### src/rtl/mdu_iter_pkg.sv
`default_nettype none
// +------------------------------------------------------------------+
// | mdu_iter_pkg : op/state encodings and operand-sign helpers       |
// | Rev 1.0                                                          |
// +------------------------------------------------------------------+
package mdu_iter_pkg;

  typedef enum logic [1:0] {
    ST_IDLE = 2'd0,
    ST_BUSY = 2'd1,
    ST_FIX  = 2'd2,
    ST_DONE = 2'd3
  } state_t;

  localparam logic [2:0] MUL_OP    = 3'b000;
  localparam logic [2:0] MULH_OP   = 3'b001;
  localparam logic [2:0] MULHSU_OP = 3'b010;
  localparam logic [2:0] MULHU_OP  = 3'b011;
  localparam logic [2:0] DIV_OP    = 3'b100;
  localparam logic [2:0] DIVU_OP   = 3'b101;
  localparam logic [2:0] REM_OP    = 3'b110;
  localparam logic [2:0] REMU_OP   = 3'b111;

  function automatic logic op_a_signed(input logic [2:0] op);
    return (op == MUL_OP) || (op == MULH_OP) || (op == MULHSU_OP) ||
           (op == DIV_OP) || (op == REM_OP);
  endfunction

  function automatic logic op_b_signed(input logic [2:0] op);
    return (op == MUL_OP) || (op == MULH_OP) || (op == DIV_OP) || (op == REM_OP);
  endfunction

endpackage
`default_nettype wire

### src/rtl/mdu_iter_if.sv
`default_nettype none
// +------------------------------------------------------------------+
// | mdu_iter_if : request/result handshake bundle of the MDU         |
// | Rev 1.0                                                          |
// +------------------------------------------------------------------+
interface mdu_iter_if #(
  parameter int XLEN = 32
);
  logic            req_valid_mdu_i;
  logic            req_ready_mdu_o;
  logic [2:0]      op_mdu_i;
  logic [XLEN-1:0] opr_a_mdu_i;
  logic [XLEN-1:0] opr_b_mdu_i;
  logic            kill_mdu_i;
  logic            res_valid_mdu_o;
  logic            res_ready_mdu_i;
  logic [XLEN-1:0] res_mdu_o;
  logic            dz_mdu_o;

  modport master (
    output req_valid_mdu_i, op_mdu_i, opr_a_mdu_i, opr_b_mdu_i, kill_mdu_i, res_ready_mdu_i,
    input  req_ready_mdu_o, res_valid_mdu_o, res_mdu_o, dz_mdu_o
  );

  modport slave (
    input  req_valid_mdu_i, op_mdu_i, opr_a_mdu_i, opr_b_mdu_i, kill_mdu_i, res_ready_mdu_i,
    output req_ready_mdu_o, res_valid_mdu_o, res_mdu_o, dz_mdu_o
  );
endinterface
`default_nettype wire

### src/rtl/mdu_negate.sv
`default_nettype none
// +------------------------------------------------------------------+
// | mdu_negate : conditional two's-complement of a W-bit value       |
// | Rev 1.0                                                          |
// +------------------------------------------------------------------+
module mdu_negate #(
  parameter int W = 32
) (
  input  wire logic [W-1:0] i_val,
  input  wire logic         i_neg,
  output logic      [W-1:0] o_val
);
  assign o_val = i_neg ? (~i_val + W'(1)) : i_val;
endmodule
`default_nettype wire

### src/rtl/mdu_iter.sv
`default_nettype none
// +------------------------------------------------------------------+
// | mdu_iter : iterative RV32M-style multiply/divide, 1 bit / cycle  |
// | Optional macro MDU_EARLY_OUT_EN: trivial ops finish at accept.   |
// | Rev 1.0                                                          |
// +------------------------------------------------------------------+
module mdu_iter
  import mdu_iter_pkg::*;
#(
  parameter int XLEN = 32
) (
  input  wire logic clk,
  input  wire logic reset,
  mdu_iter_if.slave bus
);
  localparam int CNT_W = $clog2(XLEN);

  state_t              r_state;
  state_t              w_state_nxt;
  logic [2:0]          r_op;
  logic [2*XLEN-1:0]   r_acc;
  logic [XLEN-1:0]     r_opb;
  logic                r_neg;
  logic                r_dz;
  logic [CNT_W-1:0]    r_cnt;
  logic [XLEN-1:0]     r_res;

  logic                w_accept;
  logic                w_sa;
  logic                w_sb;
  logic                w_b_zero;
  logic                w_is_div;
  logic                w_neg_in;
  logic [XLEN-1:0]     w_abs_a;
  logic [XLEN-1:0]     w_abs_b;
  logic                w_early;
  logic [XLEN-1:0]     w_early_res;

  assign w_accept = bus.req_valid_mdu_i && (r_state == ST_IDLE) && !bus.kill_mdu_i;
  assign w_is_div = bus.op_mdu_i[2];
  assign w_b_zero = (bus.opr_b_mdu_i == '0);
  assign w_sa     = op_a_signed(bus.op_mdu_i) && bus.opr_a_mdu_i[XLEN-1];
  assign w_sb     = op_b_signed(bus.op_mdu_i) && bus.opr_b_mdu_i[XLEN-1];

  // A zero divisor must leave the quotient all-ones, so its sign fix is suppressed.
  always_comb begin
    w_neg_in = w_sa ^ w_sb;
    if (w_is_div) begin
      if (bus.op_mdu_i[1]) w_neg_in = w_sa;
      else                 w_neg_in = (w_sa ^ w_sb) && !w_b_zero;
    end
  end

  mdu_negate #(.W(XLEN)) u_abs_a (.i_val(bus.opr_a_mdu_i), .i_neg(w_sa), .o_val(w_abs_a));
  mdu_negate #(.W(XLEN)) u_abs_b (.i_val(bus.opr_b_mdu_i), .i_neg(w_sb), .o_val(w_abs_b));

`ifdef MDU_EARLY_OUT_EN
  logic w_ovf;
  assign w_ovf = w_is_div && !bus.op_mdu_i[0] &&
                 (bus.opr_a_mdu_i == {1'b1, {(XLEN-1){1'b0}}}) &&
                 (bus.opr_b_mdu_i == {XLEN{1'b1}});
  assign w_early = w_is_div ? (w_b_zero || w_ovf)
                            : (w_b_zero || (bus.opr_a_mdu_i == '0));
  always_comb begin
    w_early_res = '0;
    if (w_is_div) begin
      if (bus.op_mdu_i[1]) w_early_res = w_b_zero ? bus.opr_a_mdu_i : '0;
      else                 w_early_res = w_b_zero ? {XLEN{1'b1}} : {1'b1, {(XLEN-1){1'b0}}};
    end
  end
`else
  assign w_early     = 1'b0;
  assign w_early_res = '0;
`endif

  // Multiply step: accumulate multiplicand into the high half, shift right with carry.
  logic [XLEN:0]       w_mul_sum;
  logic [2*XLEN-1:0]   w_mul_nxt;
  assign w_mul_sum = {1'b0, r_acc[2*XLEN-1:XLEN]} + (r_acc[0] ? {1'b0, r_opb} : '0);
  assign w_mul_nxt = {w_mul_sum, r_acc[XLEN-1:1]};

  // Divide step: acc holds {remainder, remaining dividend bits / quotient bits}.
  logic [XLEN:0]       w_div_sh;
  logic                w_div_ge;
  logic [XLEN-1:0]     w_div_rem;
  logic [2*XLEN-1:0]   w_div_nxt;
  assign w_div_sh  = r_acc[2*XLEN-1:XLEN-1];
  assign w_div_ge  = (w_div_sh >= {1'b0, r_opb});
  assign w_div_rem = w_div_ge ? (w_div_sh[XLEN-1:0] - r_opb) : w_div_sh[XLEN-1:0];
  assign w_div_nxt = {w_div_rem, r_acc[XLEN-2:0], w_div_ge};

  logic [2*XLEN-1:0]   w_fix_src;
  logic [2*XLEN-1:0]   w_fix_val;
  logic [XLEN-1:0]     w_fix_res;
  assign w_fix_src = r_op[2] ? {{XLEN{1'b0}}, (r_op[1] ? r_acc[2*XLEN-1:XLEN] : r_acc[XLEN-1:0])}
                             : r_acc;
  mdu_negate #(.W(2*XLEN)) u_fix (.i_val(w_fix_src), .i_neg(r_neg), .o_val(w_fix_val));
  assign w_fix_res = (!r_op[2] && (r_op[1:0] != 2'b00)) ? w_fix_val[2*XLEN-1:XLEN]
                                                       : w_fix_val[XLEN-1:0];

  always_ff @(posedge clk or posedge reset) begin
    if (reset) r_state <= ST_IDLE;
    else       r_state <= w_state_nxt;
  end

  always_comb begin
    w_state_nxt = r_state;
    case (r_state)
      ST_IDLE: if (w_accept) w_state_nxt = w_early ? ST_DONE : ST_BUSY;
      ST_BUSY: if (r_cnt == '0) w_state_nxt = ST_FIX;
      ST_FIX:  w_state_nxt = ST_DONE;
      ST_DONE: if (bus.res_ready_mdu_i) w_state_nxt = ST_IDLE;
      default: w_state_nxt = ST_IDLE;
    endcase
    if (bus.kill_mdu_i) w_state_nxt = ST_IDLE;
  end

  always_ff @(posedge clk or posedge reset) begin
    if (reset) begin
      r_op  <= '0;
      r_acc <= '0;
      r_opb <= '0;
      r_neg <= 1'b0;
      r_dz  <= 1'b0;
      r_cnt <= '0;
      r_res <= '0;
    end else begin
      case (r_state)
        ST_IDLE: if (w_accept) begin
          r_op  <= bus.op_mdu_i;
          r_opb <= w_is_div ? w_abs_b : w_abs_a;
          r_acc <= {{XLEN{1'b0}}, (w_is_div ? w_abs_a : w_abs_b)};
          r_neg <= w_neg_in;
          r_dz  <= w_is_div && w_b_zero;
          r_cnt <= CNT_W'(XLEN-1);
          if (w_early) r_res <= w_early_res;
        end
        ST_BUSY: begin
          r_acc <= r_op[2] ? w_div_nxt : w_mul_nxt;
          r_cnt <= r_cnt - CNT_W'(1);
        end
        ST_FIX:  r_res <= w_fix_res;
        default: ;
      endcase
    end
  end

  assign bus.req_ready_mdu_o = (r_state == ST_IDLE);
  assign bus.res_valid_mdu_o = (r_state == ST_DONE);
  assign bus.res_mdu_o       = r_res;
  assign bus.dz_mdu_o        = r_dz;

endmodule
`default_nettype wire
### src/flat_wrapper.sv
// flat-port wrapper written by rule: the top's interface ports become plain ports
module mdu_iter_flat import mdu_iter_pkg::*;
#(
  parameter int XLEN = 32
)
  (clk, reset, bus_req_valid_mdu_i, bus_op_mdu_i, bus_opr_a_mdu_i, bus_opr_b_mdu_i, bus_kill_mdu_i, bus_res_ready_mdu_i, bus_req_ready_mdu_o, bus_res_valid_mdu_o, bus_res_mdu_o, bus_dz_mdu_o);
  mdu_iter_if #(.XLEN(XLEN)) bus_i ();
  input  wire logic clk;
  input  wire logic reset;
  input wire logic [$bits(bus_i.req_valid_mdu_i)-1:0] bus_req_valid_mdu_i;
  input wire logic [$bits(bus_i.op_mdu_i)-1:0] bus_op_mdu_i;
  input wire logic [$bits(bus_i.opr_a_mdu_i)-1:0] bus_opr_a_mdu_i;
  input wire logic [$bits(bus_i.opr_b_mdu_i)-1:0] bus_opr_b_mdu_i;
  input wire logic [$bits(bus_i.kill_mdu_i)-1:0] bus_kill_mdu_i;
  input wire logic [$bits(bus_i.res_ready_mdu_i)-1:0] bus_res_ready_mdu_i;
  output wire logic [$bits(bus_i.req_ready_mdu_o)-1:0] bus_req_ready_mdu_o;
  output wire logic [$bits(bus_i.res_valid_mdu_o)-1:0] bus_res_valid_mdu_o;
  output wire logic [$bits(bus_i.res_mdu_o)-1:0] bus_res_mdu_o;
  output wire logic [$bits(bus_i.dz_mdu_o)-1:0] bus_dz_mdu_o;
  assign bus_i.req_valid_mdu_i = bus_req_valid_mdu_i;
  assign bus_i.op_mdu_i = bus_op_mdu_i;
  assign bus_i.opr_a_mdu_i = bus_opr_a_mdu_i;
  assign bus_i.opr_b_mdu_i = bus_opr_b_mdu_i;
  assign bus_i.kill_mdu_i = bus_kill_mdu_i;
  assign bus_i.res_ready_mdu_i = bus_res_ready_mdu_i;
  assign bus_req_ready_mdu_o = bus_i.req_ready_mdu_o;
  assign bus_res_valid_mdu_o = bus_i.res_valid_mdu_o;
  assign bus_res_mdu_o = bus_i.res_mdu_o;
  assign bus_dz_mdu_o = bus_i.dz_mdu_o;
  mdu_iter #(.XLEN(XLEN)) u_core (.clk(clk), .reset(reset), .bus(bus_i));
endmodule
### config.mk
export PLATFORM = sky130hd
export DESIGN_NAME = mdu_iter_flat
export DESIGN_NICKNAME = d
export VERILOG_FILES = /design/src/rtl/mdu_iter_pkg.sv /design/src/rtl/mdu_iter_if.sv /design/src/rtl/mdu_negate.sv /design/src/rtl/mdu_iter.sv /design/src/flat_wrapper.sv
export SDC_FILE = /design/constraint.sdc
export NUM_CORES = 1
export LEC_CHECK = 0
export CAP_MARGIN = 40
export CELL_PAD_IN_SITES_DETAIL_PLACEMENT = 1
export CELL_PAD_IN_SITES_GLOBAL_PLACEMENT = 2
export CORE_MARGIN = 2
export CORE_UTILIZATION = 36
export CTS_CLUSTER_SIZE = 20
export DETAILED_ROUTE_END_ITERATION = 12
export GPL_TIMING_DRIVEN = 0
export PLACE_DENSITY_LB_ADDON = 0.1
export SYNTH_ARGS = -nofsm -noshare
export SYNTH_HDL_FRONTEND = slang
export SYNTH_SLANG_ARGS = --single-unit
### constraint.sdc
create_clock -name clk -period 6.7 [get_ports clk]
set_input_delay 1.34 -clock clk [delete_from_list [all_inputs] [get_ports clk]]
set_output_delay 1.34 -clock clk [all_outputs]
set_load 0.03 [all_outputs]
Word level (Yosys, flattened, before mapping)

Index checks and enable logic that the tools add are counted.

Register bits after elaboration: 140
Input bits: 72
Output and inout port bits: 35
Logic and storage cells: 77

Add/subtract/negate cells: 6
$lt $le $gt $ge: 1
Equality and inequality tests: 11
Mux-type cells: 22
Bitwise gates (word level): 4
Reductions and logical operators: 25

Operator list:

| operator                                                                | number |
|---|---|
| 32-bit 2-to-1 mux                                                       | 8 |
| 64-bit 2-to-1 mux                                                       | 4 |
| 64-bit one-hot mux with 2 select lines                                  | 1 |
| 32-bit by 1-bit adder with 32-bit output, second input constant         | 2 |
| 64-bit by 1-bit adder with 64-bit output, second input constant         | 1 |
| 32-bit inverter                                                         | 2 |
| 64-bit inverter                                                         | 1 |
| 32-bit by 33-bit adder with 33-bit output                               | 1 |
| 33-bit by 32-bit >= comparator with 1-bit output                        | 1 |
| 32-bit logical NOT                                                      | 1 |
| 32-bit subtractor                                                       | 1 |
| 5-bit one-hot mux with 2 select lines                                   | 1 |
| 2-bit 2-to-1 mux                                                        | 4 |
| 2-bit one-hot mux with 4 select lines                                   | 1 |
| 1-bit logical AND                                                       | 7 |
| 3-bit equality test, second input constant                              | 2 |
| 1-bit logical OR                                                        | 6 |
| 3-bit by 2-bit inequality test with 1-bit output, second input constant | 2 |
| 5-bit logical NOT                                                       | 1 |
| 5-bit 2-to-1 mux                                                        | 1 |
| 5-bit by 1-bit subtractor with 5-bit output, second input constant      | 1 |
| 2-bit equality test, second input constant                              | 2 |
| 2-bit AND reduction                                                     | 2 |
| 2-bit nonzero test                                                      | 2 |
| 11 further kinds                                                        | 14 |

Longest topological paths before layout

Gate-level depths: netlist (run 1).

Depth after elaboration: 10
Mapped depth: 16
Mapped depth without buffers: 13

Cells and area by module

A second synthesis (run 1) with hierarchy kept.

Cells, all modules: 1767
Area, all modules: 14745.4 um^2

Modules (own cells, without submodules):

| module                          | instances | cells each | area each (um^2) | seq. area each (um^2) |
|---|---|---|---|---|
| mdu_iter                        | 1         | 1363       | 11542.3          | 3503.4 |
| mdu_negate (u_core.u_fix)       | 1         | 206        | 1649.1           | 0.0 |
| mdu_negate (u_core.u_abs_a ...) | 2         | 99         | 777.0            | 0.0 |

Worst setup path after synthesis (run 1)

Ideal clock, no wire load.

Path kind: flip-flop to flip-flop
From: reg u_core.r_op[1]
To: reg u_core.r_res[24] (netlist: u_core.bus.res_mdu_o[24])
Library setup time: 104 ps
Arrival time: 3919 ps
Data required time: 6596 ps
Slack: 2677 ps
Cell stages (with the launch flop): 17
Path buffers: 5
Clock period less this slack: 4023 ps
Path through: dfrtp_1 -> buf_4 -> and2_1 -> buf_2 -> buf_2 -> buf_1 -> buf_1 -> mux2i_1 -> ha_1 -> o211ai_1 -> nor4_4 -> and4_2 -> nand4_4 -> nor2_4 -> o21ai_1 -> and4_1 -> o41ai_2

Word-level cells in the longest chain between the ends: 6
Elaborated cells on any way between the ends: 8
Those cells by class: add/sub (1); mux (4); bitwise (1); reduce/logical (2)

Ends and longest elaborated chain:

| element                                  | line             | source |
|---|---|---|
| from (decl)                              | mdu_iter.sv:20   | `logic [2:0] r_op;` |
| from (signal assigned)                   | mdu_iter.sv:130  | `r_op <= bus.op_mdu_i;` |
| 32-bit 2-to-1 mux                        | mdu_iter.sv:95   | `assign w_fix_src = r_op[2] ? {{XLEN{1'b0}}, (r_op[1] ? r_acc[2*XLEN-1:XLEN] : r_acc[XLEN-1:0])}` |
| 64-bit 2-to-1 mux                        | mdu_iter.sv:95   |  |
| 64-bit inverter                          | mdu_negate.sv:13 | `assign o_val = i_neg ? (~i_val + W'(1)) : i_val;` |
| 64-bit by 1-bit adder with 64-bit output | mdu_negate.sv:13 |  |
| 64-bit 2-to-1 mux                        | mdu_negate.sv:13 |  |
| 32-bit 2-to-1 mux *                      | mdu_iter.sv:98   | `assign w_fix_res = (!r_op[2] && (r_op[1:0] != 2'b00)) ? w_fix_val[2*XLEN-1:XLEN]` |
| to (signal assigned)                     | mdu_iter.sv:136  | `if (w_early) r_res <= w_early_res;` |
| to (signal assigned)                     | mdu_iter.sv:142  | `ST_FIX: r_res <= w_fix_res;` |
| to (decl)                                | mdu_iter.sv:26   | `logic [XLEN-1:0] r_res;` |

Mark *: on every way between the ends. The rest lies on a longest branch, timed or not.
A chain may end at the register's enable or synchronous reset.

Worst setup path in the final report (run 1)

From: reg u_core.r_op[1]
To: reg u_core.r_res[28] (netlist: u_core.bus.res_mdu_o[28])

The elaborated chain is that of the path after synthesis.

==> run_results.csv, run 1 <==
group,metric,value,unit
sta,finalSetupViolCount,0,
worst_setup_path,path_class,"reg -> reg",
power,p_leak,7.19,nW
worst_setup_path,r2r_slack,0.86,ns
clock_tree,path_clk_slew,0.06,ns
detailed_routing,detail-route-antenna-nets,0,
yosys,synth_most_common_cell,"nand2_1",
worst_setup_path,critical_path.startpoint,"u_core.r_op[1]",
finish,area_growth,17.1,%
sta,finClkSkew,0.0150,ns
floorplan,die_y,207,um
yosys,yosys_warnings,0,
detailed_routing,dr.pass1.iters,5,
power,ir_drop,0.216,mV
floorplan,die_area,0.0427,mm^2
worst_setup_path,critPathSlowestCell,"nor4_4",
yosys,synth-seq-cells,140,
clock_tree,postCtsSetupRepairBufs,0,
clock_tree,cts_buffer_depth,2,
worst_setup_path,end_kind,"register",
clock_tree,clock_latency,0.47,ns
detailed_routing,wire_per_inst,27.1,um
detailed_routing,drt_first_iter_violations,1249,
placed_design,dp_hpwl,57700,um
yosys,synth_cell_types,86,
sta,relSlewSlack,35.7,%
yosys,synth_common_cells,"nand2_1 (194), nor2_1 (185), a21oi_1 (176), o21ai_0 (176), dfrtp_1 (140)",
power,comb_power_share,70.3,%
placed_design,port_buffers,105,
sta,fin_ws,0.856,ns
finish,antennaDiodeCount,0,
worst_setup_path,critical_path.cell_chain,"buf_4, and2_1, buf_2, buf_2, buf_1, buf_1, mux2i_1, ha_1, o211ai_1, nor4_4, and4_2, nand4_2, o41ai_1, xor2_1, a31oi_1",
yosys,syn_avg_cell_area,7.51,um^2
yosys,synth_fp_nets,2117,
clock_tree,cts_resized,0,
worst_setup_path,cp-endpoint,"u_core.bus.res_mdu_o[28]",
sta,drv_slew,0,
placed_design,routabilityCongestion,0.953,
yosys,yosysTopAreaCellShare,23.7,%
global_route,grt_usage,33.9,%
floorplan,coreArea,0.0407,mm^2
global_route,antenna_found_initial,2,
power,clockPowerShare,11.6,%
sta,finalCriticalPeriod,5.84,ns
power,p_per_area,584,mW/mm^2
finish,utilization,42.5,%
power,p_sw_share,56.1,%
yosys,syn_area,0.0148,mm^2
sta,finalHoldViolations,0,
worst_setup_path,r2r.worst_path.cells,15,
worst_setup_path,path_max_fanout,10,
worst_setup_path,rr_startpoint,"u_core.r_op[1]",
yosys,postSynth.asyncResetShare,100,%
power,seq_power_share,18.1,%
clock_tree,cts_sinks,140,
worst_setup_path,cp-start-kind,"register",
detailed_routing,finalWirelength,71800,um
floorplan,chipWidth,207,um
yosys,ys_top_cells_by_area,"dfrtp_1 (24%), ha_1 (6.2%), a21oi_1 (6.0%)",
worst_setup_path,r2r_end,"u_core.bus.res_mdu_o[28]",
global_route,grt_pass1_wl,107000,um
clock_tree,root_buffer,"clkbuf_16",
sta,worst_slew_pin_slew,0.960,ns
clock_tree,cts_hold_buf,0,
finish,nets,2251,
worst_setup_path,crit_arrival,6.15,ns
clock_tree,htree_levels,4,
floorplan,rows,74,
run,maxCapViolCount,0,
worst_hold_path,hold_class,"reg -> reg",
yosys,synth_edf_count,0,
detailed_routing,drc,0,
placed_design,preCtsSetupSlack,1.02,ns
clock_tree,cts_tree,"done",
detailed_routing,vias_per_cell,6.13,
global_route,grt_max_degree,88,
yosys,synth_top_area_cell,"dfrtp_1",
finish,drive_above_1_share,5.29,%
yosys,ys.flop_type,"dfrtp_1",
run_status,outcome,"finished clean",
worst_setup_path,crit_required,7.01,ns
power,p_total,10.1,mW
sta,post-route-period-util,87.2,%
global_route,overflow,0,
floorplan,io_pins,107,
yosys,synth_cells,1970,
detailed_routing,vias,16200,
power,p_switching,5.67,mW
global_route,grt_pass1_vias,16300,
worst_setup_path,cpPeakStageDelay,0.73,ns
power,internal_power,4.44,mW
sta,rsz0062_at_grt,"false",
clock_tree,numCtsBuffers,17,
floorplan,start_util,36.3,%
yosys,ys_seq_area_share,23.7,%
sta,fmax,0.171,GHz
[cell families (layout without fill, tap and decap cells)]
| family | count (synthesis) | count (layout) | share of synthesized area, % |
|---|---|---|---|
| xor+xnor | 160 | 160 | 9.47 |
| mux | 75 | 75 | 5.25 |
| flops | 140 | 140 | 23.7 |
| buf+inv | 222 | 369 | 5.92 |
| fa+ha+maj | 75 | 75 | 6.44 |
| compound gates | 655 | 655 | 28.2 |
| simple gates | 643 | 643 | 21.0 |
[cell usage in the layout, fill, tap and decap left out, drive strengths merged, types with 36 or more instances in the layout]
cell type	instances
nand2	195
nor2	186
o21ai	183
a21oi	176
dfrtp	140
clkbuf	126
clkdlybuf4s50	105
inv	88
xnor2	83
xor2	77
ha	73
mux2i	54
nor3	54
nand3	47
and2	39
a211oi	38
buf	36
[flip-flops by register name, indices dropped and copies added (netlist names)]
| name | cells |
|---|---|
| u_core.bus.res_mdu_o | 32 |
| u_core.r_cnt | 5 |
| u_core.bus.dz_mdu_o | 1 |
| u_core.r_opb | 32 |
| u_core.r_acc | 64 |
| u_core.r_op | 3 |
| u_core.r_state | 2 |
| u_core.r_neg | 1 |
[area by class of cell]
cell class	instances	area, um^2
plain buffers	134	546
clock buffers	18	429
clock inverters	14	267
fillers	5099	23400
inverters	88	335
multi-input cells	1608	10400
flip-flops and latches	140	3500
well taps	532	666
repair buffers	115	1160
[metal layers]
metal / track usage [%] / wire, um / vias up
met5: 0 / 0 / -
met4: 12.9 / 2870 / 0
met3: 5.57 / 4310 / 136
met2: 55.0 / 32800 / 606
met1: 45.2 / 31800 / 8061
li1: - / - / 7427
[stage by stage]
stage          instances  hold slack, ns  instance area (um^2)  TNS, ns
3_3_place_gp        2607           0.467                 16500  -115.96
4_1_cts             2649           0.488                 17300        0
6_report            2649           0.484                 17300        0
5_1_grt             2649           0.492                 17300        0
2_1_floorplan       1970           0.463                 14800        0
3_5_place_dp        2617           0.473                 16600        0
[critical path, delay by kind of cell (launching register included)]
kind | cells | cell delay [ns]
buffers and inverters | 5 | 2.01
XOR/XNOR | 1 | 0.22
adder cells (fa/ha/maj) | 1 | 0.25
AO/OA/AOI/OAI | 3 | 0.87
flip-flops | 1 | 0.32
AND/OR/NAND/NOR | 4 | 1.60
multiplexers | 1 | 0.39
[power by group through the flow]
stage / Clock [mW] / Combinational (mW) / Sequential, mW
finish: 1.17 / 7.11 / 1.83
global route: 1.21 / 7.72 / 1.85
CTS: 1.18 / 7.00 / 1.80
detailed placement: 0 / 6.95 / 1.81
global placement: 0 / 6.83 / 1.80
floorplan: 0 / 4.56 / 1.69
[worst min-delay path by stage]
stage	from	endpoint	slack [ns]	cells past startpoint
after detailed placement	u_core.bus.res_mdu_o[13]	u_core.bus.res_mdu_o[13]	0.47	1
final	u_core.bus.res_mdu_o[13]	u_core.bus.res_mdu_o[13]	0.48	1
after global placement	u_core.bus.res_mdu_o[3]	u_core.bus.res_mdu_o[3]	0.47	1
after floorplan	u_core.r_cnt[0]	u_core.r_cnt[0]	0.46	1
after global routing	u_core.bus.res_mdu_o[3]	u_core.bus.res_mdu_o[3]	0.49	1
after CTS	u_core.bus.res_mdu_o[3]	u_core.bus.res_mdu_o[3]	0.49	1
(Power assumes the default switching activity.)
==> run 2: changes to the inputs <==
Settings changed: GPL_ROUTABILITY_DRIVEN from default to 1.
==> results of run 2 <==
Same layout as run 1: the final DEF is identical, and so are final timing and power.
==> run 3: changes to the inputs <==
Settings changed: CORE_UTILIZATION 36 to 32.
Clock period 6.7 ns to 4.87 ns, I/O delays scaled along.
==> run 3 against run 2 <==
  * Final cell count is 2.7% higher
  * Clock-buffer cell count stayed put
  * Combinational power is 38% higher
  * Clock skew is 0.0043 ns lower
  * Register-to-register slack worse by 0.58 ns
  * Die area is 12% higher
  * Total power is 35% higher
==> run_results.csv, run 3 (synthesized netlist as in run 1, its figures left out) <==
group,metric,value,unit
finish,layout_common_cells,"nand2_1 (194), nor2_1 (185), a21oi_1 (176), o21ai_0 (176), dfrtp_1 (140)",
placed_design,dp_hpwl,59300,um
power,p_leak,7.15,nW
worst_setup_path,cp-endpoint,"u_core.bus.res_mdu_o[28]",
worst_setup_path,cp-start-kind,"register",
finish,final_common_cell,"nand2_1",
worst_setup_path,crit_required,5.22,ns
worst_setup_path,path_class,"reg -> reg",
sta,worst_slew_pin_slew,0.971,ns
sta,finalHoldViolations,0,
sta,relSlewSlack,35.2,%
worst_setup_path,path_buf_inv,5,
placed_design,placed_cells,2686,
global_route,grt_pass1_vias,16400,
worst_setup_path,path_max_fanout,19,
sta,rsz0062_at_grt,"false",
global_route,grt_max_degree,88,
worst_hold_path,hold_class,"reg -> reg",
worst_setup_path,r2r_end,"u_core.bus.res_mdu_o[28]",
power,p_total,13.7,mW
clock_tree,cts_hold_buf,0,
detailed_routing,drc,0,
floorplan,die_y,219,um
global_route,overflow,0,
worst_setup_path,critical_path.cell_chain,"buf_4, and2_1, buf_2, clkbuf_4, buf_2, mux2i_1, ha_1, o211ai_1, nor4_4, buf_4, and4_2, nand4_2, o41ai_1, xor2_1, a31oi_1",
placed_design,port_buffers,105,
sta,finalCriticalPeriod,4.60,ns
finish,final_cells,2720,
worst_setup_path,rr_startpoint,"u_core.r_op[1]",
floorplan,rows,78,
clock_tree,path_clk_slew,0.06,ns
detailed_routing,drt_first_iter_violations,1346,
detailed_routing,vias_per_cell,5.93,
power,p_per_area,790,mW/mm^2
detailed_routing,vias,16100,
clock_tree,numCtsBuffers,17,
sta,finalSetupViolCount,0,
placed_design,routabilityCongestion,0.970,
floorplan,start_util,32.5,%
global_route,grt_usage,31.0,%
detailed_routing,detail-route-antenna-nets,0,
worst_setup_path,critical_path.startpoint,"u_core.r_op[1]",
clock_tree,cts_buffer_depth,2,
finish,largest_register_ff_count,64,
worst_setup_path,cpPeakStageDelay,0.63,ns
floorplan,chipWidth,219,um
finish,drive_above_1_share,5.61,%
floorplan,io_pins,107,
worst_setup_path,r2r.worst_path.cells,15,
finish,top_register,"u_core.r_acc",
finish,nets,2254,
run_status,outcome,"finished clean",
worst_setup_path,end_kind,"register",
finish,utilization,38.1,%
run,maxCapViolCount,0,
worst_setup_path,r2r_slack,0.27,ns
sta,finClkSkew,0.0107,ns
clock_tree,root_buffer,"clkbuf_16",
worst_hold_path,min_path_cells,1,
worst_hold_path,worstHoldStart,"u_core.bus.res_mdu_o[13]",
floorplan,die_area,0.0480,mm^2
clock_tree,clock_latency,0.50,ns
sta,fmax,0.218,GHz
sta,post-route-period-util,94.4,%
worst_setup_path,crit_arrival,4.94,ns
clock_tree,htree_levels,4,
worst_setup_path,critPathSlowestCell,"o41ai_1",
detailed_routing,finalWirelength,73300,um
global_route,antenna_found_initial,5,
floorplan,coreArea,0.0455,mm^2
detailed_routing,dr.pass1.iters,7,
worst_setup_path,crit_family,"buffers and inverters",
worst_setup_path,cp.depth,15,
sta,tns,0,ns
sta,drv_slew,0,
clock_tree,cts_tree,"done",
power,ir_drop,0.275,mV
clock_tree,cts_sinks,140,
global_route,grt_pass1_wl,109000,um
detailed_routing,wire_per_inst,27.0,um
finish,area_growth,17.0,%
finish,antennaDiodeCount,0,
run 3: final cells by class:
type,count,area [um^2]
inverter,88,335
fill,5732,28200
timing repair buffer,119,1180
clock buffer,18,439
sequential,140,3500
clock inverter,14,138
multi-input combinational,1608,10400
buffer,133,547
tap,600,751
run 3: metal layers:
layer	share of wire [%]	track usage [%]
met5	0.016	0
met4	4.5	14.4
met3	6.2	5.06
met2	45	49.2
met1	44	41.3
run 3: worst min-delay path by stage:
stage | endpoint | slack, ns
3_3_place_gp | u_core.bus.res_mdu_o[3] | 0.47
3_5_place_dp | u_core.bus.res_mdu_o[13] | 0.47
5_1_grt | u_core.bus.res_mdu_o[13] | 0.52
2_1_floorplan | u_core.r_cnt[0] | 0.46
6_report | u_core.bus.res_mdu_o[13] | 0.48
4_1_cts | u_core.bus.res_mdu_o[13] | 0.49
run 3: what timing repair did:
action                     in CTS  in global routing
setup buffers                   2                  0
cloned                          0                  0
pin swaps                       1                  0
setup endpoints to repair      16                  3
hold endpoints to repair        0                  0
gates resized for setup         1                  3
run 3: where the power goes:
| group | total (mW) | leakage, nW | switching [mW] | internal (mW) |
|---|---|---|---|---|
| sequential | 2.53 | 1.72 | 0.851 | 1.68 |
| combinational | 9.78 | 5.15 | 6.37 | 3.41 |
| clock | 1.36 | 0.271 | 0.632 | 0.723 |
| total | 13.7 | 7.15 | 7.86 | 5.81 |
run 3: per-stage QoR:
stage	worst slack [ns]	instance area [um^2]	hold WS [ns]
2_1_floorplan	0.143	14800	0.463
3_3_place_gp	-2.47	16600	0.466
3_5_place_dp	-0.974	16700	0.472
4_1_cts	0.233	17300	0.488
5_1_grt	0.0798	17300	0.520
6_report	0.273	17300	0.483
run 3: worst reg2reg max path, delay by kind of cell, from the launching register on:
| kind | cells | cell delay [ns] |
|---|---|---|
| flops | 1 | 0.33 |
| compound gates | 3 | 0.92 |
| buf+inv | 5 | 1.35 |
| xor+xnor | 1 | 0.21 |
| simple gates | 4 | 1.04 |
| mux | 1 | 0.37 |
| fa+ha+maj | 1 | 0.26 |
==> variant: new RTL, flow settings as in run 1 <==
`XLEN` is set to 32 in 3 places; all go to 16.
--- a/src/rtl/mdu_iter_if.sv
+++ b/src/rtl/mdu_iter_if.sv
@@ -4,7 +4,7 @@
 // | Rev 1.0                                                          |
 // +------------------------------------------------------------------+
 interface mdu_iter_if #(
-  parameter int XLEN = 32
+  parameter int XLEN = 16
 );
   logic            req_valid_mdu_i;
   logic            req_ready_mdu_o;
--- a/src/rtl/mdu_iter.sv
+++ b/src/rtl/mdu_iter.sv
@@ -7,7 +7,7 @@
 module mdu_iter
   import mdu_iter_pkg::*;
 #(
-  parameter int XLEN = 32
+  parameter int XLEN = 16
 ) (
   input  wire logic clk,
   input  wire logic reset,
--- a/src/flat_wrapper.sv
+++ b/src/flat_wrapper.sv
@@ -1,7 +1,7 @@
 // flat-port wrapper written by rule: the top's interface ports become plain ports
 module mdu_iter_flat import mdu_iter_pkg::*;
 #(
-  parameter int XLEN = 32
+  parameter int XLEN = 16
 )
   (clk, reset, bus_req_valid_mdu_i, bus_op_mdu_i, bus_opr_a_mdu_i, bus_opr_b_mdu_i, bus_kill_mdu_i, bus_res_ready_mdu_i, bus_req_ready_mdu_o, bus_res_valid_mdu_o, bus_res_mdu_o, bus_dz_mdu_o);
   mdu_iter_if #(.XLEN(XLEN)) bus_i ();
Interface: changed (resized bus_opr_a_mdu_i, bus_opr_b_mdu_i and bus_res_mdu_o); port bits go from 107 to 59. No check against the original RTL was run, so the function may have changed too.
==> variant against run 1 <==
  * Sequential share of layout area increased by 0.67 points
  * Area after synthesis fell by 48%
  * Cell count fell by 49%
  * Die area fell by 47%
  * Design area is 48% lower
  * Total power decreased by 50%
  * Routed wire length decreased by 57%
  * Non-clock buffer count decreased by 127
  * Setup slack improved by 1.7 ns
  * Largest cell class unchanged
  * Sequential cell count fell by 65
==> variant: results (changes against run 1) <==
* Reg2reg setup slack at 2.59 ns (was 0.86 ns)
* Placement Cell Area at 8670 um^2 (was 16,600 um^2)
* CP Capture Point: u_core.bus.res_mdu_o[14]$_DFFE_PP0N_ (was u_core.bus.res_mdu_o[28]$_DFFE_PP0N_)
* FILL cells at 2,577 (was 5,099)
* Max FFs per register at 32 (was 64)
* Non-CTS buffers at 122 (was 249)
* Sequential share of the synthesized area at 24.3% (was 23.7%)
* Max transition margin at 44.0% (was 35.7%)
* Synth Net Count at 1,081 (was 2,117)
* Gpl congestion at 0.908 (was 0.953)
* Mapped cell area at 7710 um^2 (was 14,800 um^2)
* Slowest CP cell: dfrtp_1 (was nor4_4)
* Cell family with most CP delay: compound AO/OA/AOI/OAI gates (was buffers and inverters)
* Multi-input gate area at 5370 um^2 (was 10,400 um^2)
* Distinct cells, synth at 82 (was 86)
* Met3 Use GR at 3.85% (was 5.57%)
* Final non-clock buffer share at 9.89% (was 9.84%)
* Met2 wire len at 14,000 um (was 32,800 um)
* Synth top cells by count: 103 x nand2_1, 102 x nor2_1, 84 x a21oi_1 (was 194 x nand2_1, 185 x nor2_1, 176 x a21oi_1, 176 x o21ai_0, 140 x dfrtp_1)
* Gr usage total at 27.9% (was 33.9%)
* Leakage at 3.70 nW (was 7.19 nW)
* Synth area leaders: dfrtp_1 24%, ha_1 6.5%, a21oi_1 5.5%, nand2_1 5.0%, nor2_1 5.0% (was dfrtp_1 24%, ha_1 6.2%, a21oi_1 6.0%, o21ai_0 6.0%, nand2_1 4.9%)
* Status: complete, no violations (unchanged)
* Post-Synth Adder-Cell Area at 7.01% (was 6.44%)
* Met3 WL at 1450 um (was 4310 um)
* Reg2reg path depth at 12 (was 15)
* Post-synthesis mux area share at 5.95% (was 5.25%)
* Hold Path Origin: u_core.r_cnt[0]$_DFFE_PP0P_ (was u_core.bus.res_mdu_o[13]$_DFFE_PP0N_)
* Vias in the first global route at 8,104 (was 16,300)
* Syn Inst Count at 999 (was 1,970)
* Clock Latency Late Sink at 0.36 ns (was 0.47 ns)
* Htree depth at 3 (was 4)
* FFs & Latches at 75 (was 140)
* GRT met1 Usage at 38.7% (was 45.2%)
## variant: worst min-delay path by stage
stage,end,slack [ns],cells after the start
floorplan,u_core.r_cnt[0]$_DFFE_PP0P_,0.46,1
global placement,u_core.r_cnt[0]$_DFFE_PP0P_,0.48,1
detailed placement,u_core.bus.res_mdu_o[8]$_DFFE_PP0N_,0.50,2
CTS,u_core.r_cnt[0]$_DFFE_PP0P_,0.51,1
global route,u_core.r_cnt[0]$_DFFE_PP0P_,0.55,1
finish,u_core.r_cnt[0]$_DFFE_PP0P_,0.50,1
## variant: power groups by stage
stage / sequential (mW) / clock, mW / combinational [mW]
finish: 0.951 / 0.539 / 3.53
global route: 0.978 / 0.562 / 3.87
CTS: 0.943 / 0.546 / 3.49
detailed placement: 0.952 / 0 / 3.47
global placement: 0.947 / 0 / 3.42
floorplan: 0.908 / 0 / 2.37
